$ cat src/rtl/mux_arbiter.sv
// Round-robin arbiter driving the select inputs of a 4:1 multiplexer.
// A rotating priority pointer gives fairness; an optional hold limit preempts long owners.
module mux_arbiter #(
    parameter int unsigned MAX_HOLD = 8
) (
    input  logic clk,
    input  logic reset,
    input  logic req0,
    input  logic req1,
    input  logic req2,
    input  logic req3,
    output logic grant0,
    output logic grant1,
    output logic grant2,
    output logic grant3,
    output logic address0,
    output logic address1,
    output logic busy
);

    typedef enum logic {
        IDLE,
        OWNED
    } state_t;

    localparam logic [7:0] HOLD_LIM = 8'(MAX_HOLD);

    state_t     state_q, state_d;
    logic [1:0] owner_q, owner_d;
    logic [1:0] last_q,  last_d;
    logic [7:0] hold_q,  hold_d;

    logic [3:0] req_v;
    logic [3:0] others;
    logic [3:0] grant_v;

    // First requester found scanning upward from start, wrapping 3 -> 0.
    function automatic logic [1:0] pick(input logic [3:0] r, input logic [1:0] start);
        logic [1:0] idx;
        logic [1:0] sel;
        logic       found;
        sel   = start;
        found = 1'b0;
        for (int unsigned k = 0; k < 4; k++) begin
            idx = start + 2'(k);
            if (!found && r[idx]) begin
                sel   = idx;
                found = 1'b1;
            end
        end
        return sel;
    endfunction

    always_comb begin
        req_v   = {req3, req2, req1, req0};
        others  = req_v & ~(4'b0001 << owner_q);
        state_d = state_q;
        owner_d = owner_q;
        last_d  = last_q;
        hold_d  = hold_q;
        case (state_q)
            IDLE: begin
                if (|req_v) begin
                    state_d = OWNED;
                    owner_d = pick(req_v, last_q + 2'd1);
                    last_d  = owner_d;
                    hold_d  = 8'd1;
                end
            end
            OWNED: begin
                if (req_v[owner_q]) begin
                    if (MAX_HOLD != 0 && hold_q >= HOLD_LIM && |others) begin
                        owner_d = pick(others, owner_q + 2'd1);
                        last_d  = owner_d;
                        hold_d  = 8'd1;
                    end else if (hold_q != 8'hFF) begin
                        hold_d = hold_q + 8'd1;
                    end
                end else if (|others) begin
                    owner_d = pick(others, owner_q + 2'd1);
                    last_d  = owner_d;
                    hold_d  = 8'd1;
                end else begin
                    state_d = IDLE;
                    hold_d  = '0;
                end
            end
            default: begin
                state_d = IDLE;
            end
        endcase
    end

    always_ff @(posedge clk or posedge reset) begin
        if (reset) begin
            state_q <= IDLE;
            owner_q <= '0;
            last_q  <= '1;
            hold_q  <= '0;
        end else begin
            state_q <= state_d;
            owner_q <= owner_d;
            last_q  <= last_d;
            hold_q  <= hold_d;
        end
    end

    // Outputs decode registered state only, so grant and address always move together.
    assign grant_v  = (state_q == OWNED) ? (4'b0001 << owner_q) : '0;
    assign grant0   = grant_v[0];
    assign grant1   = grant_v[1];
    assign grant2   = grant_v[2];
    assign grant3   = grant_v[3];
    assign address0 = owner_q[0];
    assign address1 = owner_q[1];
    assign busy     = (state_q == OWNED);

endmodule
$ cat config.mk
export PLATFORM = sky130hd
export DESIGN_NAME = mux_arbiter
export DESIGN_NICKNAME = d
export VERILOG_FILES = /design/src/rtl/mux_arbiter.sv
export SDC_FILE = /design/constraint.sdc
export NUM_CORES = 1
export LEC_CHECK = 0
export BUFFER_PORTS_ARGS = -buffer_cell sky130_fd_sc_hd__buf_2
export CELL_PAD_IN_SITES_DETAIL_PLACEMENT = 1
export CELL_PAD_IN_SITES_GLOBAL_PLACEMENT = 1
export CORE_MARGIN = 4
export CORE_UTILIZATION = 44
export DETAILED_ROUTE_END_ITERATION = 8
export GPL_TIMING_DRIVEN = 1
export PLACE_DENSITY_LB_ADDON = 0.1
export SLEW_MARGIN = 25
export SYNTH_ARGS = -nofsm -noshare
export SYNTH_HDL_FRONTEND = slang
export SYNTH_SLANG_ARGS = --single-unit
export TNS_END_PERCENT = 5
$ cat constraint.sdc
create_clock -name clk -period 3.3 [get_ports clk]
set_input_delay 0.495 -clock clk [delete_from_list [all_inputs] [get_ports clk]]
set_output_delay 0.495 -clock clk [all_outputs]
set_load 0.05 [all_outputs]
==> impl_metrics.py <==
metrics = {
    "setup_path": {
        "critPathCaptureType": "register",
        "critPathRequiredTime_ns": 3.50,
        "reg2reg_depth": 7,
        "critPathMaxStageDelay_ns": 0.60,
        "critical_path_class": "reg2reg",
        "cp_cell_sequence": "inv_1 -> ha_1 -> mux4_2 -> a211oi_4 -> nor3_1 -> a21o_1 -> a221oi_2",
        "worst-path-max-fanout": 7,
        "worstSetupStartpointType": "register",
        "cp_top_family": "compound AO/OA/AOI/OAI gates",
        "cp.depth": 7,
        "path_buf_inv": 1,
        "crit_arrival_ns": 2.65,
        "crit_slowest_cell": "mux4_2",
    },
    "yosys": {
        "synth_area_leaders": "dfrtp_1 (21%), mux4_2 (6.8%), ha_1 (5.7%)",
        "syn_area_sq_um": 1320,
        "synth_fp_nets": 161,
        "netlist_instances": 149,
        "yosys_register_bits": 13,
        "synth-main-ff-cell": "dfrtp_1",
        "syn_avg_cell_area_sq_um": 8.88,
        "async_flop_share": 1.00,
        "synth_edf_count": 0,
        "yosysTopAreaCellShare": 0.208,
        "yosys_warnings": 0,
        "yosysSeqAreaShare": 0.248,
        "synth_top_area_cell": "dfrtp_1",
        "synth.distinct_cells": 53,
    },
    "timing": {
        "slew_headroom": 0.631,
        "setup_viol": 0,
        "period_needed_ns": 2.46,
        "fmax_mhz": 407,
        "skew_ns": 0.0117,
        "worst_slew_pin_slew_ns": 0.554,
        "timing.hold.ws_ns": 0.224,
        "post-route-worst-setup-slack_ns": 0.841,
        "maxSlewViolCount": 0,
        "hold_violations": 0,
        "setup_tns_ns": 0,
        "rsz0062_at_grt": "no",
        "finalCritPeriodShare": 0.745,
    },
    "placement": {
        "dp_hpwl_um": 2470,
        "port_buffers": 12,
        "placed_area_sq_um": 1380,
        "place_ws_ns": 0.861,
        "gp_congestion": 0.850,
    },
    "detailed_routing": {
        "vias": 1170,
        "viasPerCell": 6.22,
        "wl_per_cell_um": 17.9,
        "drt-total-wl_um": 3360,
        "drt_iter0_drc": 76,
        "drc_errors": 0,
        "drtPass1Iterations": 4,
        "antenna_left": 0,
    },
    "final_layout": {
        "synthToLayoutAreaGrowth_pct": 6.24,
        "fin_area_sq_um": 1410,
        "final_nets": 170,
        "final_layout_size_suffix_gt1_frac": 0.217,
        "n_antenna_cell": 0,
    },
    "clock_tree": {
        "root_buffer": "clkbuf_4",
        "post_cts_buffers": 0,
        "clockBufferDepth": 2,
        "cts_tree": "yes",
        "htreeDepth": 1,
        "insertion_delay_ns": 0.28,
        "cts_inserted_buffers": 3,
        "cts.sinks": 13,
        "ctsResizeCount": 0,
        "ctsHoldBuffers": 0,
        "clkTransAtPathRegs_ns": 0.09,
    },
    "die": {
        "die_y_um": 62.9,
        "fp-row-count": 19,
        "design.die.area_sq_um": 3950,
        "start_util": 0.472,
        "core-area_sq_um": 2810,
        "io_pins": 13,
        "die_w_um": 62.9,
    },
    "global_routing": {
        "grt_pass1_vias": 1210,
        "track_usage": 0.180,
        "antenna_found_initial": 0,
        "grt_max_degree": 18,
        "gr-total-overflow": 0,
        "grt_pass1_wl_um": 5750,
    },
    "power_and_ir_drop": {
        "p_sw_frac": 0.522,
        "combPwrFrac": 0.706,
        "p_leak_nw": 0.619,
        "internal_power_mw": 0.659,
        "powerDensity_nw_per_um2": 982,
        "p_switching_mw": 0.721,
        "clkPwrFrac": 0.074,
        "p_seq_frac": 0.220,
        "irDropWorstVdd_uv": 469,
    },
    "hold_path": {
        "hp-class": "in2async",
    },
    "run_status": {
        "status": "finished, final reports clean",
    },
    "flow_run": {
        "max_cap_violations": 0,
    },
}
==> final cells by class <==
class	instances	area [sq um]
Inverter	9	33.8
Clock buffer	4	26.3
Timing Repair Buffer	14	75.1
Multi-Input combinational cell	117	905
Sequential cell	13	328
Tap cell	31	38.8
Fill cell	337	1400
==> Yosys cell counts, types with 3 or more instances <==
cell / n
a21o_1: 4
a21oi_1: 6
a31oi_1: 3
and2_1: 4
buf_2: 4
clkbuf_1: 4
dfrtp_1: 11
ha_1: 6
inv_1: 8
mux4_2: 4
nand2_1: 10
nand2b_1: 4
nand3_1: 4
nand3b_1: 3
nand4_1: 5
nor2_1: 12
nor2b_1: 3
nor3_1: 5
nor3b_1: 3
nor4_1: 3
o21ai_0: 3
xor2_1: 5
==> stage by stage <==
| step | cells | power (mW) | utilization |
|---|---|---|---|
| 2_1_floorplan | 149 | 1.09 | - |
| 3_3_place_gp | 184 | 1.24 | 0.492 |
| 3_5_place_dp | 184 | 1.28 | 0.492 |
| 4_1_cts | 188 | 1.39 | 0.501 |
| 5_1_grt | 188 | 1.49 | 0.501 |
| 6_report | 188 | 1.38 | 0.501 |
==> routing by layer <==
| layer | share of wire | track usage | vias up | wire [um] |
|---|---|---|---|---|
| li1 | - | - | 559 | - |
| met1 | 0.49 | 0.249 | 591 | 1630 |
| met2 | 0.47 | 0.296 | 20 | 1590 |
| met3 | 0.041 | 0.0396 | 0 | 139 |
| met4 | 0 | 0.0193 | 0 | 0 |
| met5 | 0 | 0 | - | 0 |
==> state kept, by name, indices dropped and copies added, names as in the netlist <==
signal,count
last_q,2
busy,1
hold_q,8
owner_q,2
==> final timing paths <==
path	start	endpoint	slack, ns
setup / recovery	owner_q[1]	owner_q[0]	0.84
hold / removal	reset	hold_q[7]	0.22
setup reg to reg	owner_q[1]	owner_q[0]	0.84
hold reg to reg	last_q[1]	last_q[1]	0.56
max in group asynchronous	reset	last_q[1]	2.72
min in group clk	last_q[1]	last_q[1]	0.56
==> cell families after synthesis <==
kind of cell,Yosys count,share of synthesized area
xor+xnor,7,0.0463
simple gates,67,0.305
buf+inv,19,0.0690
compound gates,33,0.207
fa+ha+maj,6,0.0567
flops,13,0.248
mux,4,0.0681
==> power groups by stage <==
stage | Clock (mW) | Sequential (mW) | Combinational [mW]
6_report | 0.102 | 0.304 | 0.974
3_3_place_gp | 0 | 0.299 | 0.938
4_1_cts | 0.105 | 0.302 | 0.983
3_5_place_dp | 0 | 0.305 | 0.970
5_1_grt | 0.115 | 0.315 | 1.05
2_1_floorplan | 0 | 0.327 | 0.764
==> layout by cell type, fill, tap and decap left out, types with 5 or more instances in the layout <==
| master | netlist | layout |
|---|---|---|
| buf_2 | 4 | 12 |
| nor3_1 | 5 | 5 |
| nand2_1 | 10 | 10 |
| nand4_1 | 5 | 5 |
| inv_1 | 8 | 8 |
| xor2_1 | 5 | 5 |
| nor2_1 | 12 | 12 |
| ha_1 | 6 | 6 |
| dfrtp_1 | 11 | 11 |
| a21oi_1 | 6 | 6 |
Note: power is estimated with default switching activity, not from simulation.
